## src/rtl/a_edge_logger.sv

```systemverilog
// a_edge_logger: synchronises a_in, timestamps its rising edges into a FIFO, counts edges and flags drops
module a_edge_logger #(
  parameter int TS_W  = 16,
  parameter int DEPTH = 4,
  parameter int CNT_W = 8
) (
  input  logic             clk,
  input  logic             rst,
  input  logic             a_in,
  output logic             evt_valid,
  input  logic             evt_ready,
  output logic [TS_W-1:0]  evt_data,
  output logic [CNT_W-1:0] evt_count,
  output logic             overflow,
  input  logic             ovf_clr
);
  localparam int AW = $clog2(DEPTH);
  logic s1, s2, s2_d;
  logic rise, full, empty, pop, push, drop;
  logic [TS_W-1:0] ts;
  logic [AW:0] wr_ptr, rd_ptr;
  logic [TS_W-1:0] mem [DEPTH];
  assign rise = s2 & ~s2_d;
  assign empty = wr_ptr == rd_ptr;
  assign full = (wr_ptr[AW] != rd_ptr[AW]) && (wr_ptr[AW-1:0] == rd_ptr[AW-1:0]);
  assign pop = ~empty & evt_ready;
  assign push = rise & (~full | pop);
  assign drop = rise & full & ~pop;
  assign evt_valid = ~empty;
  assign evt_data = mem[rd_ptr[AW-1:0]];
  // two-flop synchroniser followed by a delayed copy for rising-edge detection
  always_ff @(posedge clk or posedge rst)
    if (rst) {s1, s2, s2_d} <= '0;
    else {s1, s2, s2_d} <= {a_in, s1, s2};
  // free-running cycle counter used as the timestamp source
  always_ff @(posedge clk or posedge rst)
    if (rst) ts <= '0;
    else ts <= ts + TS_W'(1);
  // timestamp storage; cleared on reset so the idle head reads as zero
  always_ff @(posedge clk or posedge rst)
    if (rst) for (int i = 0; i < DEPTH; i++) mem[i] <= '0;
    else if (push) mem[wr_ptr[AW-1:0]] <= ts;
  // FIFO pointers with a wrap bit to tell full from empty
  always_ff @(posedge clk or posedge rst)
    if (rst) {wr_ptr, rd_ptr} <= '0;
    else begin
      wr_ptr <= push ? wr_ptr + (AW+1)'(1) : wr_ptr;
      rd_ptr <= pop ? rd_ptr + (AW+1)'(1) : rd_ptr;
    end
  // saturating count of every detected edge, dropped ones included
  always_ff @(posedge clk or posedge rst)
    if (rst) evt_count <= '0;
    else if (rise && evt_count != '1) evt_count <= evt_count + CNT_W'(1);
  // sticky drop flag; a new drop takes priority over a clear in the same cycle
  always_ff @(posedge clk or posedge rst)
    if (rst) overflow <= 1'b0;
    else overflow <= drop | (overflow & ~ovf_clr);
endmodule

```

## config.mk

```make
export PLATFORM = sky130hd
export DESIGN_NAME = a_edge_logger
export DESIGN_NICKNAME = d
export VERILOG_FILES = /design/src/rtl/a_edge_logger.sv
export SDC_FILE = /design/constraint.sdc
export NUM_CORES = 1
export LEC_CHECK = 0
export ABC_AREA = 1
export CAP_MARGIN = 40
export CORE_MARGIN = 2
export CORE_UTILIZATION = 45
export DETAILED_ROUTE_END_ITERATION = 8
export HOLD_SLACK_MARGIN = 0.06
export PLACE_DENSITY_LB_ADDON = 0.05
export SLEW_MARGIN = 20
export SYNTH_ARGS = -nofsm -noshare
export SYNTH_HDL_FRONTEND = slang
export SYNTH_SLANG_ARGS = --single-unit
```

## constraint.sdc

```tcl
create_clock -name clk -period 4.6 [get_ports clk]
set_input_delay 0.92 -clock clk [delete_from_list [all_inputs] [get_ports clk]]
set_output_delay 0.92 -clock clk [all_outputs]
set_load 0.01 [all_outputs]
```

==> results.sh <==
export IMPL_grt_ovfl_total=0
export IMPL_yosys_warnings=0
export IMPL_syn_to_final_growth_pct=10.4
export IMPL_core_area_sq_um=10300
export IMPL_drc=0
export IMPL_fillers=1005
export IMPL_dr_total_vias=3989
export IMPL_antenna_found_initial=0
export IMPL_critical_path_max_stage_delay_ps=820
export IMPL_cts_resized=0
export IMPL_firstDrtPassIters=5
export IMPL_start_kind="flip-flop"
export IMPL_numCtsBuffers=9
export IMPL_crit_buf_inv=2
export IMPL_yosysUniqueCellTypes=25
export IMPL_final_common_cell="nand2_1"
export IMPL_worst_path_max_fanout=20
export IMPL_rsz0062_at_grt="no"
export IMPL_cp_data_required_time_ps=3680
export IMPL_final_core_util_pct=51.3
export IMPL_cts_setup_buffers=0
export IMPL_crit_arrival_ps=2510
export IMPL_final_cell_mix="188 x nand2_1, 98 x dfrtp_1, 70 x nand4_1, 43 x nor2_1, 36 x o21ai_0"
export IMPL_synth_area_sq_um=4800
export IMPL_grt_max_degree=74
export IMPL_antenna_left=0
export IMPL_leakage_nw=2.60
export IMPL_holdCritPathClass="reg -> reg"
export IMPL_cp_common_cell="nand2_1"
export IMPL_cts_clk_slew_worst_paths_ps=90
export IMPL_n_antenna_cell=0
export IMPL_fp_row_count=37
export IMPL_dieHeight_um=107
export IMPL_cpLargestDelayFamily="buffers and inverters"
export IMPL_cts_tree="done"
export IMPL_nets=595
export IMPL_insertion_delay_ps=370
export IMPL_path_cells="inv_2 -> nand2_1 -> nand2_1 -> nor2_4 -> nand2_1 -> clkdlybuf4s50_1"
export IMPL_ctsHoldBuffers=0
export IMPL_wirelength_mm=11.9
export IMPL_r2r_slack_ps=1640
export IMPL_grt_pass1_wl_mm=20.4
export IMPL_synthCells=579
export IMPL_fin_crit_ps=3430
export IMPL_status="completed"
export IMPL_clock_sinks=98
export IMPL_whs_ps=359
export IMPL_ioPinCount=31
export IMPL_p_total_mw=2.90
export IMPL_drive_above_1_share_pct=5.44
export IMPL_die_x_um=107
export IMPL_pwr_density_cell_nw_per_um2=546
export IMPL_crit_type="reg -> out"
export IMPL_root_buffer="clkbuf_8"
export IMPL_synth_net_count=591
export IMPL_drtIter0Drc=330
export IMPL_portBuffers=30
export IMPL_fp_dieArea_sq_um=11500
export IMPL_gp_congestion=0.794
export IMPL_skew_ps=7.48
export IMPL_fin_crit_sh_pct=74.5
export IMPL_synth_area_per_cell_sq_um=8.29
export IMPL_drv_slew=0
export IMPL_tns_ps=0
export IMPL_final_hold_viol_count=0
export IMPL_grt_total_usage_pct=23.0
export IMPL_ir_worst_vdd_mv=0.271
export IMPL_setup_viol=0
export IMPL_cts_buffer_depth=2
export IMPL_htreeDepth=3
export IMPL_start_util_pct=46.5
export IMPL_relSlewSlack_pct=44.5
export IMPL_viasPerCell=5.51
export IMPL_ys_ff_latch=98
export IMPL_grt_pass1_vias=3885
export IMPL_wl_per_cell_um=16.5
export IMPL_critPathSlowestCell="dfrtp_1"
export IMPL_yosysSeqAreaShare_pct=51.1
export IMPL_cp_end_kind="primary output"
export IMPL_post_dp_hpwl_mm=7.28
export IMPL_fmax_mhz=292
export IMPL_drv_cap=0
export IMPL_worst_slew_pin_slew_ps=833
==> where the power goes <==
group          switching, mW  leakage [nW]  internal (mW)
Clock                  0.298        0.0958          0.248
Combinational          0.738          1.21          0.479
Sequential             0.126          1.30           1.01
Total                   1.16          2.60           1.73
==> logic make-up (layout without fill, tap and decap cells) <==
kind of cell               Yosys count  in the layout  synth area share (%)
AOI/OAI and AO/OA                   54             54                  6.15
xor gates and xnor gates            16             16                  2.92
adders and majority gates            7              7                  1.82
buffers and inverters               72             81                  6.70
DFF                                 98             98                  51.1
and+or+nand+nor                    332            332                  31.3
==> metrics by stage <==
stage                     instance area (sq um)  instances  setup slack, ps
final                                      5300        724             1170
after global routing                       5300        724             1010
after CTS                                  5290        723             1130
after detailed placement                   5100        707             1520
after global placement                     5100        707             1540
after floorplan                            4800        579             1120
==> sequential cells by signal, summed over array words and instances, names as in the netlist <==
register,flops
evt_count,8
mem,64
overflow,1
rd_ptr,3
s1,1
s2,1
s2_d,1
ts,16
wr_ptr,3
==> synth_stat cells (all sizes together) <==
master  instances  area share [%]
xnor2           4            0.73
o21ai          36             3.8
nor2           45             3.7
a21oi           1            0.18
clkbuf         18             1.4
xor2           12             2.2
o22ai          17             2.2
inv            29             2.3
nor3b           1            0.16
buf            25             3.0
nand2         189              15
nand4          70             9.1
nand3b          3            0.47
dfrtp          98              51
nand3          18             2.3
ha              7             1.8
nor3            6            0.63
==> worst paths after layout <==
kind / startpoint / to / cells after the start
max: rd_ptr[1] / evt_valid / 6
min: s1 / s2 / 0
max reg2reg: rd_ptr[0] / mem[34] / 9
min reg2reg: s1 / s2 / 0
max in group asynchronous: rst / mem[26] / 3
min in group asynchronous: rst / ts[6] / 2
==> area by class of cell <==
cell class / count / area (sq um) / area share, %
clock buffers: 10 / 128 / 2.41
inverters: 29 / 111 / 2.10
clock inverters: 6 / 57.6 / 1.09
flip-flops and latches: 98 / 2450 / 46.3
well taps: 136 / 170 / 3.21
repair buffers: 36 / 349 / 6.59
multi-input cells: 409 / 2030 / 38.3
==> layer usage <==
metal	global-route usage [%]	vias up	routed length [um]
li1	-	1936	-
met1	33.8	1941	5730
met2	34.9	100	5530
met3	2.72	12	486
met4	8.63	0	184
met5	0	-	0
==> worst register-to-register path: cells and delay by family (launching register included) <==
kind	cells	cell delay [ps]
flops	1	370
simple gates	7	1750
buf+inv	2	740
(Power assumes the default switching activity.)
